--- src/rtl/light_mon_pkg.sv ---
// Shared light encodings, direction/state enums and fault codes for the
// intersection conflict monitor.
package light_mon_pkg;

  localparam int NUM_DIR = 4;

  localparam logic [2:0] GREEN     = 3'b001;
  localparam logic [2:0] YELLOW    = 3'b010;
  localparam logic [2:0] RED       = 3'b100;
  localparam logic [2:0] LIGHT_OFF = 3'b000;

  typedef enum logic [1:0] {
    DIR_N = 2'd0,
    DIR_S = 2'd1,
    DIR_E = 2'd2,
    DIR_W = 2'd3
  } dir_e;

  typedef enum logic [2:0] {
    ST_IDLE   = 3'd0,
    ST_GREEN  = 3'd1,
    ST_YELLOW = 3'd2,
    ST_ALLRED = 3'd3,
    ST_FAULT  = 3'd4
  } mon_state_e;

  localparam logic [2:0] FC_NONE       = 3'd0;
  localparam logic [2:0] FC_ENCODING   = 3'd1;
  localparam logic [2:0] FC_CONFLICT   = 3'd2;
  localparam logic [2:0] FC_SEQUENCE   = 3'd3;
  localparam logic [2:0] FC_GREEN_DUR  = 3'd4;
  localparam logic [2:0] FC_YELLOW_DUR = 3'd5;
  localparam logic [2:0] FC_ALLRED     = 3'd6;

  function automatic logic legal_light(input logic [2:0] l);
    return (l == GREEN) || (l == YELLOW) || (l == RED);
  endfunction

endpackage

--- src/rtl/light_flash_gen.sv ---
// Fault-mode flasher: RED for FLASH_CYC clocks, dark for FLASH_CYC clocks,
// starting on RED whenever restart is pulsed.
module light_flash_gen #(
  parameter int FLASH_CYC = 4
) (
  input  logic       clk,
  input  logic       srst,
  input  logic       en,
  input  logic       restart,
  output logic [2:0] lamp
);
  import light_mon_pkg::*;

  localparam int FW = (FLASH_CYC > 1) ? $clog2(FLASH_CYC) : 1;
  localparam logic [FW-1:0] LAST = FW'(FLASH_CYC - 1);

  logic [FW-1:0] cnt_reg;
  logic          dark_reg;

  always_ff @(posedge clk) begin
    if (srst || restart) begin
      cnt_reg  <= '0;
      dark_reg <= 1'b0;
    end else if (en) begin
      if (cnt_reg == LAST) begin
        cnt_reg  <= '0;
        dark_reg <= ~dark_reg;
      end else begin
        cnt_reg <= cnt_reg + 1'b1;
      end
    end
  end

  assign lamp = dark_reg ? LIGHT_OFF : RED;

endmodule

--- src/rtl/light_conflict_monitor.sv ---
// Safety monitor for a fixed-time traffic controller: checks every light sample,
// re-drives it one clock later, and latches a fault with flashing red on violation.
module light_conflict_monitor #(
  parameter int GREEN_CYC  = 8,
  parameter int YELLOW_CYC = 4,
  parameter int ALLRED_MAX = 3,
  parameter int FLASH_CYC  = 4,
  parameter int CNT_W      = 5
) (
  input  logic       clk,
  input  logic       rst_a,
  input  logic [2:0] n_lights,
  input  logic [2:0] s_lights,
  input  logic [2:0] e_lights,
  input  logic [2:0] w_lights,
  input  logic       fault_clr,
  output logic [2:0] n_safe,
  output logic [2:0] s_safe,
  output logic [2:0] e_safe,
  output logic [2:0] w_safe,
  output logic       fault,
  output logic [2:0] fault_code,
  output logic [1:0] active_dir
);
  import light_mon_pkg::*;

  localparam logic [CNT_W-1:0] CNT_ONE     = CNT_W'(1);
  localparam logic [CNT_W-1:0] CNT_MAX     = {CNT_W{1'b1}};
  localparam logic [CNT_W-1:0] GREEN_LEN   = CNT_W'(GREEN_CYC);
  localparam logic [CNT_W-1:0] GREEN_OVER  = CNT_W'(GREEN_CYC + 1);
  localparam logic [CNT_W-1:0] YELLOW_LEN  = CNT_W'(YELLOW_CYC);
  localparam logic [CNT_W-1:0] YELLOW_OVER = CNT_W'(YELLOW_CYC + 1);
  localparam logic [CNT_W-1:0] ALLRED_OVER = CNT_W'(ALLRED_MAX + 1);

  mon_state_e       state_reg, state_next;
  dir_e             dir_reg, dir_next, rise_dir, dir_plus;
  logic [CNT_W-1:0] cnt_reg, cnt_next, cnt_inc;
  logic [2:0]       code_reg, code_next;
  logic [2:0]       check_code, phase_code;

  logic [2:0] bus       [NUM_DIR];
  logic [2:0] prev_reg  [NUM_DIR];
  logic [2:0] pass_reg  [NUM_DIR];
  logic [2:0] pass_next [NUM_DIR];
  logic [2:0] safe_mux  [NUM_DIR];

  logic [NUM_DIR-1:0] is_green, non_red, illegal, rise;
  logic               any_nonred, multi_nonred, nxt_green;
  logic [2:0]         cur, flash_lamp;
  logic               flash_en, fault_entry;

  assign bus[0] = n_lights;
  assign bus[1] = s_lights;
  assign bus[2] = e_lights;
  assign bus[3] = w_lights;

  genvar gi;
  generate
    for (gi = 0; gi < NUM_DIR; gi++) begin : g_bus
      assign is_green[gi] = (bus[gi] == GREEN);
      assign non_red[gi]  = (bus[gi] != RED);
      assign illegal[gi]  = !legal_light(bus[gi]);
      // A green counts as new only when the previous sample on that bus was not green.
      assign rise[gi]     = is_green[gi] && (prev_reg[gi] != GREEN);
    end
  endgenerate

  assign any_nonred   = |non_red;
  assign multi_nonred = (non_red & (non_red - 4'd1)) != 4'd0;
  assign dir_plus     = dir_e'(dir_reg + 2'd1);
  assign cur          = bus[dir_reg];
  assign nxt_green    = is_green[dir_plus];
  assign cnt_inc      = (cnt_reg == CNT_MAX) ? cnt_reg : cnt_reg + 1'b1;

  always_comb begin
    rise_dir = DIR_N;
    for (int i = NUM_DIR - 1; i >= 0; i--) begin
      if (rise[i]) rise_dir = dir_e'(i);
    end
  end

  // State register
  always_ff @(posedge clk) begin
    if (rst_a) begin
      state_reg <= ST_IDLE;
      dir_reg   <= DIR_N;
      cnt_reg   <= '0;
      code_reg  <= FC_NONE;
      for (int i = 0; i < NUM_DIR; i++) begin
        prev_reg[i] <= RED;
        pass_reg[i] <= RED;
      end
    end else begin
      state_reg <= state_next;
      dir_reg   <= dir_next;
      cnt_reg   <= cnt_next;
      code_reg  <= code_next;
      for (int i = 0; i < NUM_DIR; i++) begin
        prev_reg[i] <= bus[i];
        pass_reg[i] <= pass_next[i];
      end
    end
  end

  // Next-state logic
  always_comb begin
    state_next = state_reg;
    dir_next   = dir_reg;
    cnt_next   = cnt_reg;
    code_next  = code_reg;
    check_code = FC_NONE;
    phase_code = FC_NONE;

    if (|illegal)          check_code = FC_ENCODING;
    else if (multi_nonred) check_code = FC_CONFLICT;

    case (state_reg)
      ST_IDLE: begin
        if (|rise) begin
          state_next = ST_GREEN;
          dir_next   = rise_dir;
          cnt_next   = CNT_ONE;
        end
      end
      ST_GREEN: begin
        if (cur == GREEN) begin
          cnt_next = cnt_inc;
          if (cnt_inc == GREEN_OVER) phase_code = FC_GREEN_DUR;
        end else if (cur == YELLOW) begin
          if (cnt_reg != GREEN_LEN) begin
            phase_code = FC_GREEN_DUR;
          end else begin
            state_next = ST_YELLOW;
            cnt_next   = CNT_ONE;
          end
        end else begin
          phase_code = FC_SEQUENCE;
        end
      end
      ST_YELLOW: begin
        if (cur == YELLOW) begin
          cnt_next = cnt_inc;
          if (cnt_inc == YELLOW_OVER) phase_code = FC_YELLOW_DUR;
        end else if (cur == GREEN) begin
          phase_code = FC_SEQUENCE;
        end else if (any_nonred && !nxt_green) begin
          phase_code = FC_SEQUENCE;
        end else if (cnt_reg != YELLOW_LEN) begin
          phase_code = FC_YELLOW_DUR;
        end else if (nxt_green) begin
          state_next = ST_GREEN;
          dir_next   = dir_plus;
          cnt_next   = CNT_ONE;
        end else begin
          state_next = ST_ALLRED;
          cnt_next   = CNT_ONE;
        end
      end
      ST_ALLRED: begin
        if (nxt_green) begin
          state_next = ST_GREEN;
          dir_next   = dir_plus;
          cnt_next   = CNT_ONE;
        end else if (any_nonred) begin
          phase_code = FC_SEQUENCE;
        end else begin
          cnt_next = cnt_inc;
          if (cnt_inc == ALLRED_OVER) phase_code = FC_ALLRED;
        end
      end
      ST_FAULT: begin
        if (fault_clr) begin
          state_next = ST_IDLE;
          code_next  = FC_NONE;
          cnt_next   = '0;
        end
      end
      default: state_next = ST_IDLE;
    endcase

    // Sample-level checks outrank the phase checks.
    if (state_reg != ST_FAULT) begin
      if (check_code != FC_NONE || phase_code != FC_NONE) begin
        state_next = ST_FAULT;
        code_next  = (check_code != FC_NONE) ? check_code : phase_code;
        dir_next   = dir_reg;
        cnt_next   = '0;
      end
    end
  end

  // Output logic
  always_comb begin
    fault_entry = (state_reg != ST_FAULT) && (state_next == ST_FAULT);
    flash_en    = (state_reg == ST_FAULT);
    for (int i = 0; i < NUM_DIR; i++) begin
      pass_next[i] = ((state_reg == ST_FAULT) || (state_next == ST_FAULT)) ? RED : bus[i];
      safe_mux[i]  = (state_reg == ST_FAULT) ? flash_lamp : pass_reg[i];
    end
  end

  light_flash_gen #(
    .FLASH_CYC (FLASH_CYC)
  ) u_flash (
    .clk     (clk),
    .srst    (rst_a),
    .en      (flash_en),
    .restart (fault_entry),
    .lamp    (flash_lamp)
  );

  assign n_safe     = safe_mux[0];
  assign s_safe     = safe_mux[1];
  assign e_safe     = safe_mux[2];
  assign w_safe     = safe_mux[3];
  assign fault      = (state_reg == ST_FAULT);
  assign fault_code = code_reg;
  assign active_dir = dir_reg;

endmodule

--- config.mk ---
export PLATFORM = sky130hd
export DESIGN_NAME = light_conflict_monitor
export DESIGN_NICKNAME = d
export VERILOG_FILES = /design/src/rtl/light_mon_pkg.sv /design/src/rtl/light_flash_gen.sv /design/src/rtl/light_conflict_monitor.sv
export SDC_FILE = /design/constraint.sdc
export NUM_CORES = 1
export LEC_CHECK = 0
export ABC_AREA = 1
export CAP_MARGIN = 20
export CORE_MARGIN = 4
export CORE_UTILIZATION = 30
export DETAILED_ROUTE_END_ITERATION = 16
export DONT_BUFFER_PORTS = 1
export PLACE_DENSITY = 0.55
export RECOVER_POWER = 50
export SYNTH_ARGS = -nofsm -noshare
export SYNTH_HDL_FRONTEND = slang
export SYNTH_SLANG_ARGS = --single-unit
--- constraint.sdc ---
create_clock -name clk -period 1.95 [get_ports clk]
set_input_delay 0.195 -clock clk [delete_from_list [all_inputs] [get_ports clk]]
set_output_delay 0.195 -clock clk [all_outputs]
set_load 0.1 [all_outputs]
=== Word-level counts from Yosys, hierarchy flattened ===
Memory sizes are Yosys's and may differ from the RTL's.
Index checks and enable logic that the tools add are counted.

* Reductions and logical operators: 30
* $lt $le $gt $ge: 2
* Add/subtract/negate cells: 4
* Multiplexer cells: 88
* Eq/ne operators: 36
* Bitwise operators: 11

{| class="wikitable"
|+ Operator list
! cell !! number
|-
| $mux W3 || 48
|-
| $mux W5 || 14
|-
| $mux W2 || 16
|-
| $pmux W5 S5 || 1
|-
| $eq A3 B2 Y1 const B || 7
|-
| $eq A3 B1 Y1 const B || 6
|-
| $eq A3 B3 Y1 const B || 6
|-
| $ne A3 B3 Y1 const B || 5
|-
| $pmux W3 S5 || 1
|-
| $ne A3 B1 Y1 const B || 4
|-
| $reduce_or A4 Y1 || 3
|-
| $logic_or A1 B1 Y1 || 11
|-
| $eq A5 B3 Y1 const B || 2
|-
| $pmux W3 S3 || 1
|-
| $or A1 B1 Y1 || 8
|-
| $bmux W3 S2 || 1
|-
| $logic_and A1 B1 Y1 || 6
|-
| $pmux W2 S3 || 1
|-
| $reduce_bool A3 Y1 || 2
|-
| $add A5 B1 Y5 const B || 1
|-
| $eq A5 B4 Y1 const B || 1
|-
| $eq A5 B5 Y1 const B || 1
|-
| $logic_not A1 Y1 || 5
|-
| $ne A5 B3 Y1 const B || 1
|-
| 15 further kinds || 19
|}

* RAM bits: 24
* Word-level logic and storage cells: 179
* Output and inout port bits: 18
* Memories: 2
* Flip-flop bits (word level): 16

{| class="wikitable"
|+ Memory list
! memory !! words !! width !! rd ports !! clocked after memory_dff !! wr ports !! line !! text
|-
| pass_reg || 4 || 3 || 4 || 0 || 4 || light_conflict_monitor.sv:43 || <nowiki>logic [2:0] pass_reg [NUM_DIR];</nowiki>
|-
| prev_reg || 4 || 3 || 4 || 0 || 4 || light_conflict_monitor.sv:42 || <nowiki>logic [2:0] prev_reg [NUM_DIR];</nowiki>
|}

=== Depth between registers and ports, before layout ===
Gate-level depths: netlist (run 1).

* Depth after elaboration: 17
* Gate-level depth with buffers: 17
* Depth with buffers taken out: 17

=== Cells and area by module ===
From an unflattened synthesis (run 1), not the netlist that was laid out.

* Cell total of the unflattened synthesis: 392
* Area total of the unflattened synthesis: 2426.1 um^2

{| class="wikitable"
|+ Modules (own cells, without submodules)
! module !! cells each !! area each (um^2) !! times used
|-
| light_conflict_monitor || 366 || 2258.4 || 1
|-
| light_flash_gen || 26 || 167.7 || 1
|}

=== Worst setup path before layout (run 1) ===
Ideal clock, no wire load.

* Kind: register to output
* From: register state_reg[1]
* To: output e_safe[0]
* Setup slack: -0.901 ns
* Data required time: 1.755 ns
* Path buffers: 1
* Cell stages (with the launch flop): 6
* Data arrival time: 2.656 ns
* Path through: dfxtp_1 -> nor2_1 -> inv_1 -> nor2_1 -> clkbuf_1 -> nor2_1

* Longest elaborated chain between the ends: 2

{| class="wikitable"
|+ RTL lines
! element !! line !! text
|-
| start: declaration || light_conflict_monitor.sv:35 || <nowiki>mon_state_e state_reg, state_next;</nowiki>
|-
| start signal: assignment || light_conflict_monitor.sv:94 || <nowiki>state_reg <= state_next;</nowiki>
|-
| $eq A3 B3 Y1 || - ||
|-
| via fault || light_conflict_monitor.sv:21 || <nowiki>output logic fault,</nowiki>
|-
| $mux W3 || light_conflict_monitor.sv:198 || <nowiki>safe_mux[i] = (state_reg == ST_FAULT) ? flash_lamp : pass_reg[i];</nowiki>
|-
| end: declaration || light_conflict_monitor.sv:19 || <nowiki>output logic [2:0] e_safe,</nowiki>
|}

The timed path passes the listed nets, and every way through them passes these cells.

==> results of run 1 <==
-- layer usage --
layer / up-vias / wire length [um]
li1: 1484 / -
met1: 1357 / 3850
met2: 36 / 3860
met3: 6 / 230
met4: 0 / 62
met5: - / 0
-- critical path, cell delays in order, from the launching register on --
cell	delay [ns]
dfxtp_4	0.42
clkinvlp_4	0.17
nand3_2	0.14
nand2_4	0.08
nor2_4	0.10
nand2_4	0.11
nand3_4	0.10
nand3_2	0.10
nor2_4	0.13
nand2_2	0.07
nor2_4	0.14
nand4_4	0.11
buf_8	0.19
nor2_1	0.08
-- power breakdown --
part / switching, uW / internal [uW] / leakage, uW
registers: 7.83 / 831 / 0.000330
clock network: 303 / 327 / 0.0000523
logic: 279 / 121 / 0.00143
-- cell families (layout without fill, tap and decap cells) --
| family | Yosys count | count (layout) |
|---|---|---|
| simple gates | 270 | 270 |
| buf+inv | 77 | 155 |
| flops | 40 | 40 |
| compound gates | 33 | 33 |
| fa+ha+maj | 3 | 3 |
| xor+xnor | 1 | 1 |
-- worst paths after layout --
kind / startpoint / slack (ns) / endpoint
max: active_dir[1] / -0.05 / pass_reg[2][1]
min: e_lights[0] / 0.04 / prev_reg[2][0]
max reg2reg: active_dir[1] / -0.05 / pass_reg[2][1]
min reg2reg: u_flash.cnt_reg[1] / 0.48 / u_flash.cnt_reg[1]
-- placed cells by master (no fill, tap or decap), drive strengths merged --
cell,synthesis,layout
a21oi,16,16
xor2,1,1
dlygate4sd3,0,1
a31o,1,1
dfxtp,40,40
a31oi,1,1
clkbuf,2,9
o22ai,2,2
buf,5,73
nor2,83,83
nand4,13,13
clkinv,0,1
nor3,8,8
ha,3,3
a2111oi,1,1
o221ai,1,1
nand2,115,115
o21ai,10,10
or2,4,4
nor4,1,1
a22oi,1,1
nand3,46,46
clkinvlp,0,2
inv,70,69
-- repair_timing --
item	CTS	global route
hold buffers	1	0
gates resized for setup	47	54
buffers inserted	5	9
pin swaps	16	30
hold endpoints to repair	9	0
endpoints found under the setup margin	40	40
-- final cells by class --
class / instances / area, um^2
clock buffer: 6 / 93.8
clock inverter: 2 / 12.5
fill: 865 / 4400
inverter: 70 / 269
multi-input combinational: 307 / 1920
sequential: 40 / 817
tap: 105 / 131
timing repair buffer: 77 / 621
-- stage by stage --
step                      worst slack (ns)  total power, uW  area [um^2]  hold WS (ns)  setup TNS [ns]
after floorplan                     -0.208             1120         2670         0.304           -2.34
after global placement              -0.147             1200         3220         0.268           -3.00
after detailed placement            -0.203             1200         3220         0.270           -2.94
after CTS                          0.00154             1860         3600        0.0255               0
after global routing                -0.141             1950         3860        0.0330           -3.20
final                              -0.0523             1870         3860        0.0374          -0.383
==> impl_metrics.toml, run 1 <==
[timing]
maxSlewHeadroom_pct = 60.8
hold_violations = 0
tightest_slew_ns = 0.588
slew_viol_final = 0
max_freq_mhz = 499
fin_worst_skew_ns = 0.00483
setup_viol = 13
fin_crit_ns = 2.00
finalCritPeriodShare_pct = 103
rsz0062_at_grt = "yes"
setup_slack_ns = -0.0523

[global_route]
grt_util_met2_pct = 25.6
gr-max-usage-layer = "met2"
first_global_vias = 2707
grt_start_max_net_pins = 14
grt_usage_pct = 15.8
grt_pass1_wl_mm = 12.8
antenna_found_initial = 0
met1_usage_pct = 22.1
grt_remaining_overflow = 0
grtUsageMet3_pct = 2.77

[floorplanning]
die-area_um2 = 10100
start_util_pct = 31.1
die_width_um = 101
rows = 33
die_y_um = 101
ios = 33
coreArea_um2 = 8260

[clocking]
cts_buffers = 5
cts_num_sinks = 40
root_buffer = "clkbuf_8"
cts_tree = "built"
clockBufferDepth = 2
cts.reportedPaths.clkPinSlew_ns = 0.08
clock_latency_ns = 0.29
cts_max_level = 2

[yosys]
synth_largest_area_cell = "dfxtp_1"
synth_xor_area_share_pct = 0.341
synth-compound-area-share_pct = 7.55
synth.yosys.seq_area_share_pct = 31.2
syn_nets = 442
synth_top_family_by_area = "simple AND/OR/NAND/NOR gates"
synth_mux_area_share_pct = 0
netlist_area_um2 = 2570
synth_commonest_cells = "109 x nand2_1, 78 x nor2_1, 64 x inv_1, 40 x dfxtp_1, 40 x nand3_1"
synth_edf_count = 0
synth_top_area_share_pct = 31.2
synth_seq_cells = 40
synth_fa_ha_area_share_pct = 1.46
ys_types = 31
synthCells = 424
syn-mean-instance-area_um2 = 6.06
ys.flop_type = "dfxtp_1"
synthSimpleGateAreaFrac_pct = 47.4
synth_most_common_cell = "nand2_1"
yosysWarnings = 0
synth_area_leaders = "dfxtp_1 31%, nand2_1 16%, nor2_1 11%"
synthArstFlopShare_pct = 0

[drt]
drt-total-wl_mm = 8.00
drtIter0Drc = 145
dr.pass1.iters = 4
dr_total_vias = 2883
wl_per_cell_um = 13.2
ant_nets = 0
vias_per_cell = 4.75
drc = 0

[placement]
dp_hpwl_mm = 6.03
gp_congestion = 0.913
port_buffers = 0
dp.cells = 584

[layout]
layout-drive-gt1-share_pct = 39.6
area.growth.synth_to_final_pct = 50.2
final_util_pct = 46.7
layout.cells.non_filler = 607
finish.net_count = 519
diodes = 0

[critical_path]
arrival_ns = 2.24
required_ns = 2.19
path_max_fanout = 8
worstSetupStartpointType = "flip-flop"
rr_worst_depth = 13
critPathKind = "flip-flop to flip-flop"
endpoint_kind = "flip-flop"

[power]
vdd_drop_max_v = 0.000309
cellPowerDensity_nw_per_um2 = 484
power.leakage_uw = 0.00181

[worst_hold_path]
holdCritPathClass = "primary input to flip-flop"
hold_depth = 2

[flow_run]
max-cap-violations = 0

[status]
status = "complete, but fails checks"
violations = "setup timing"
No activity file was read; power rests on OpenSTA's default activity.
==> run 2, diff against run 1 <==
Settings changed: ABC_AREA 1 to not set.
==> run 2 against run 1 <==
The run still ends with setup timing left. Highest routed layer unchanged. Fmax down 21%. Largest cell class unchanged. Register-to-register slack worse by 0.53 ns. Count of clock-buffer cells in the layout unchanged. Sequential share of layout area down 1.1 points. Critical path type unchanged.
==> impl_metrics.toml, run 2 <==
[power]
pwr-share-comb_pct = 23.8
switching_share_pct = 30.0
p_int_uw = 1400
cellPowerDensity_nw_per_um2 = 493
p_sw_uw = 602
vdd_drop_max_v = 0.000299
p_seq_share_pct = 42.0
p_clk_share_pct = 34.2
power_uw = 2000
power.leakage_uw = 0.00165

[critical_path]
path_max_fanout = 7
rrSetupSlack_ns = -0.58
critPathKind = "flip-flop to flip-flop"
timing.rr.start = "active_dir[1]"
reg2reg_to = "active_dir[0]"
rr_worst_depth = 7
endpoint_kind = "flip-flop"
required_ns = 2.20
arrival_ns = 2.78
worstSetupStartpointType = "flip-flop"

[placement]
port_buffers = 0
dp_hpwl_mm = 5.78
pre_cts_ws_ns = -0.628
gp_congestion = 0.901

[clocking]
cts_max_level = 2
cts.reportedPaths.clkPinSlew_ns = 0.10
cts_tree = "built"
cts_buffers = 5
clock_latency_ns = 0.31
clockBufferDepth = 2
cts_num_sinks = 40
root_buffer = "clkbuf_8"

[timing]
finalCritPeriodShare_pct = 130
fin_worst_skew_ns = 0.0170
fin_tns_setup_ns = -15.68
rsz0062_at_grt = "yes"
hold_violations = 0
max_freq_mhz = 395
setup_viol = 40
slew_viol_final = 0
tightest_slew_ns = 0.543
fin_crit_ns = 2.53
setup_slack_ns = -0.584
maxSlewHeadroom_pct = 64.0
hold_slack_ns = 0.0149

[layout]
area.growth.synth_to_final_pct = 63.4
final_common_cell = "buf_4"
diodes = 0
finish.net_count = 420
layout-drive-gt1-share_pct = 43.7
final_cell_mix = "74 x buf_4, 35 x dfxtp_1, 23 x nand2_1, 23 x nor2_1, 18 x dlygate4sd3_1"

[worst_hold_path]
hold_depth = 1
holdCritPathClass = "primary input to flip-flop"
holdPathEnd = "pass_reg[2][0]"
min_from = "e_lights[0]"

[floorplanning]
die-area_um2 = 9810
die_y_um = 99.0
rows = 32
ios = 33
die_width_um = 99.0
coreArea_um2 = 7890
start_util_pct = 31.5

[global_route]
grt_usage_pct = 16.5
grt_pass1_wl_mm = 13.0
grt_start_max_net_pins = 22
grt_remaining_overflow = 0
antenna_found_initial = 0
first_global_vias = 2613

[yosys]
synthCells = 294
synthArstFlopShare_pct = 0
ys_types = 60
synth.yosys.seq_area_share_pct = 32.2
yosysWarnings = 0
synth_most_common_cell = "dfxtp_1"
synth_commonest_cells = "40 x dfxtp_1, 26 x nand2_1, 25 x nor2_1, 19 x and2_1, 15 x o21ai_0"
synth_seq_cells = 40
synth_top_area_share_pct = 32.2
synth_edf_count = 0
syn_nets = 312
synth_largest_area_cell = "dfxtp_1"
synth_area_leaders = "dfxtp_1 32%, and2_1 4.8%, mux4_2 4.5%"
netlist_area_um2 = 2490
ys.flop_type = "dfxtp_1"
syn-mean-instance-area_um2 = 8.46

[drt]
ant_nets = 0
dr.pass1.iters = 4
wl_per_cell_um = 16.0
drc = 0
dr_total_vias = 2659
drt-total-wl_mm = 8.09
drtIter0Drc = 184
vias_per_cell = 5.27

[status]
violations = "setup timing"
status = "complete, but fails checks"

[flow_run]
max-cap-violations = 0
==> run 2: timing repair <==
action	in CTS	in global routing
pin swaps	15	3
cloned	2	0
endpoints found under the hold margin	19	2
buffers inserted	8	3
hold buffers	17	1
gates resized for setup	32	19
setup endpoints to repair	41	41
==> run 2: power groups by stage <==
| stage | combinational (uW) | sequential (uW) | clock [uW] |
|---|---|---|---|
| 2_1_floorplan | 232 | 874 | 0 |
| 3_3_place_gp | 355 | 860 | 0 |
| 3_5_place_dp | 358 | 861 | 0 |
| 4_1_cts | 451 | 841 | 700 |
| 5_1_grt | 503 | 844 | 735 |
| 6_report | 477 | 841 | 684 |
==> run 2: per-stage QoR <==
stage | std cells | utilization [%] | instance area, um^2
after floorplan | 294 | - | 2630
final | 505 | 51.5 | 4060
after CTS | 501 | 50.1 | 3950
after global placement | 466 | 43.7 | 3440
after global routing | 505 | 51.5 | 4060
after detailed placement | 466 | 43.7 | 3440
==> run 2: metal layers <==
layer,vias up,GRT usage (%),part of all wire [%]
met3,6,3.11,4.5
met2,61,26.2,48
met4,0,4.62,1.1
met5,-,0,0
met1,1296,22.8,47
li1,1296,-,-
==> run 2: critical path: stages (launching register included) <==
cell and delay [ns]:
dfxtp_4 0.39, mux4_2 0.53, or3b_4 0.45, o2111ai_2 0.18
nand2_1 0.09, nand4b_4 0.27, or4_1 0.45, a21oi_1 0.13
==> run 2: kinds of logic (layout without fill, tap and decap cells) <==
group	after synthesis	count (layout)	share of synthesized area [%]
AND/OR/NAND/NOR	144	144	34.7
buffers and inverters	24	133	4.03
AO/OA/AOI/OAI	72	72	20.8
adder cells (fa/ha/maj)	4	4	1.91
XOR/XNOR	5	5	1.76
flip-flops	40	40	32.2
multiplexers	5	5	4.53
==> run 2: area by class of cell <==
type	count	area (um^2)
multi-input cells	230	1810
clock buffers	6	93.8
repair buffers	117	1170
flip-flops and latches	40	815
fillers	728	3820
clock inverters	2	15.0
inverters	8	30.0
well taps	102	128
==> run 2: how the worst max path moves through the flow <==
stage	startpoint	endpoint	slack [ns]	cells after the start
2_1_floorplan	active_dir[1]	active_dir[0]	-0.76	8
3_3_place_gp	active_dir[1]	fault_code[1]	-0.62	8
3_5_place_dp	active_dir[1]	fault_code[1]	-0.63	8
4_1_cts	active_dir[1]	active_dir[0]	-0.58	7
5_1_grt	active_dir[1]	fault_code[1]	-0.69	8
6_report	active_dir[1]	active_dir[0]	-0.58	7
==> run 3, diff against run 2 <==
Settings changed: BUFFER_PORTS_ARGS set to -buffer_cell sky130_fd_sc_hd__buf_2, DONT_BUFFER_PORTS 1 to not set, PLACE_DENSITY 0.55 to not set.
==> run 3 against run 2 <==
The run still ends with setup timing left. Wire length is 1.8% higher. Die area stayed put. Flip-flop and latch count unchanged. Worst hold slack improved by 0.25 ns. Final area down 0.65%. Largest cell class unchanged.
==> impl_metrics.toml, run 3 (synthesis results as in run 2) <==
[global_route]
grt_remaining_overflow = 0
gr-max-usage-layer = "met2"
first_global_vias = 2843
met1_usage_pct = 22.3
grtUsageMet3_pct = 1.98
grt_util_met2_pct = 30.3
grt_start_max_net_pins = 22
grt_usage_pct = 17.0
antenna_found_initial = 0
grt_pass1_wl_mm = 13.7

[timing]
fin_crit_ns = 2.52
max_freq_mhz = 397
tightest_slew_ns = 0.489
fin_worst_skew_ns = 0.00755
maxSlewHeadroom_pct = 67.6
hold_slack_ns = 0.262
rsz0062_at_grt = "yes"
fin_tns_setup_ns = -14.55
slew_viol_final = 0
finalCritPeriodShare_pct = 129
setup_slack_ns = -0.569
setup_viol = 40
hold_violations = 0

[floorplanning]
die_y_um = 99.0
rows = 32
coreArea_um2 = 7890
die-area_um2 = 9810
start_util_pct = 31.5
die_width_um = 99.0
ios = 33

[clocking]
cts_buffers = 5
clockBufferDepth = 2
cts_max_level = 2
cts.reportedPaths.clkPinSlew_ns = 0.09
clock_latency_ns = 0.30
root_buffer = "clkbuf_8"
cts_num_sinks = 40
cts_hold_buf = 0
cts_tree = "built"

[layout]
final_cell_mix = "92 x buf_4, 33 x dfxtp_1, 25 x nor2_1, 22 x nand2_1, 19 x buf_2"
final_area_um2 = 4040
layout.cells.non_filler = 522
diodes = 0
area.growth.synth_to_final_pct = 62.4
final_common_cell = "buf_4"
finish.net_count = 437
layout-drive-gt1-share_pct = 50.0

[drt]
wl_per_cell_um = 15.8
drc = 0
drt-total-wl_mm = 8.23
ant_nets = 0
dr_total_vias = 2728
dr.pass1.iters = 4
drtIter0Drc = 182
vias_per_cell = 5.23

[placement]
dpl-instance-area_um2 = 3570
dp.cells = 500
gp_congestion = 0.897
port_buffers = 32
dp_hpwl_mm = 6.07

[worst_hold_path]
holdCritPathClass = "primary input to flip-flop"
min_from = "e_lights[2]"

[critical_path]
path_buf_inv = 0
worstSetupStartpointType = "flip-flop"
cp_slowest_stage_delay_ns = 0.54
path_cells = "mux4_2 -> or3b_4 -> nand4_1 -> o2111a_2 -> nand4b_4 -> or4_4 -> a21oi_2"
required_ns = 2.18
path_max_fanout = 7
cp.depth = 7
reg2reg_to = "active_dir[0]"
timing.rr.start = "active_dir[1]"
endpoint_kind = "flip-flop"
path_delay_family = "simple AND/OR/NAND/NOR gates"
crit_path_start = "active_dir[1]"
arrival_ns = 2.75
rrSetupSlack_ns = -0.57
endpoint = "active_dir[0]"
crit_path_top_delay_cell = "mux4_2"
critPathKind = "flip-flop to flip-flop"
rr_worst_depth = 7

[flow_run]
max-cap-violations = 0

[power]
cellPowerDensity_nw_per_um2 = 501
power.leakage_uw = 0.00172
power_uw = 2020
vdd_drop_max_v = 0.000300

[status]
status = "complete, but fails checks"
violations = "setup timing"
[run 3: metrics by stage]
step	util (%)	setup WS, ns
final	51.2	-0.569
after global routing	51.2	-0.664
after CTS	51.0	-0.553
after detailed placement	45.3	-0.580
after global placement	45.3	-0.572
after floorplan	-	-0.757
[run 3: report_power, final]
group | internal (uW) | switching, uW | leakage, uW
clock network | 335 | 336 | 0.0000565
registers | 834 | 8.35 | 0.000330
logic | 238 | 273 | 0.00133
[run 3: how the worst min path moves through the flow]
stage | cells past startpoint | to | slack [ns]
floorplan | 1 | pass_reg[0][2] | 0.30
global placement | 1 | fault_code[0] | 0.45
detailed placement | 1 | fault_code[2] | 0.44
CTS | 3 | pass_reg[2][2] | 0.25
global route | 3 | pass_reg[2][2] | 0.27
finish | 3 | pass_reg[2][2] | 0.26
[run 3: tightest hold or removal path, delay by kind of cell]
kind,cells,cell delay [ns]
buffers and inverters,2,0.25
AND/OR/NAND/NOR,1,0.09
[run 3: per-layer routing]
metal / up-vias / share of wire, %
met5: - / 0
met4: 0 / 0.98
met3: 11 / 4.2
met2: 71 / 48
met1: 1309 / 46
li1: 1337 / -
[run 3: layout make-up]
type | instances | area, um^2
flip-flops and latches | 40 | 815
well taps | 102 | 128
clock buffers | 6 | 93.8
clock inverters | 2 | 17.5
multi-input cells | 230 | 1750
repair buffers | 134 | 1200
inverters | 8 | 31.3
fillers | 721 | 3850
[run 3: what timing repair did]
action / CTS / global route
hold endpoints to repair: 0 / 0
cloned: 2 / 0
endpoints found under the setup margin: 41 / 41
resized for setup: 58 / 11
buffers inserted: 12 / 2
pin swaps: 7 / 6
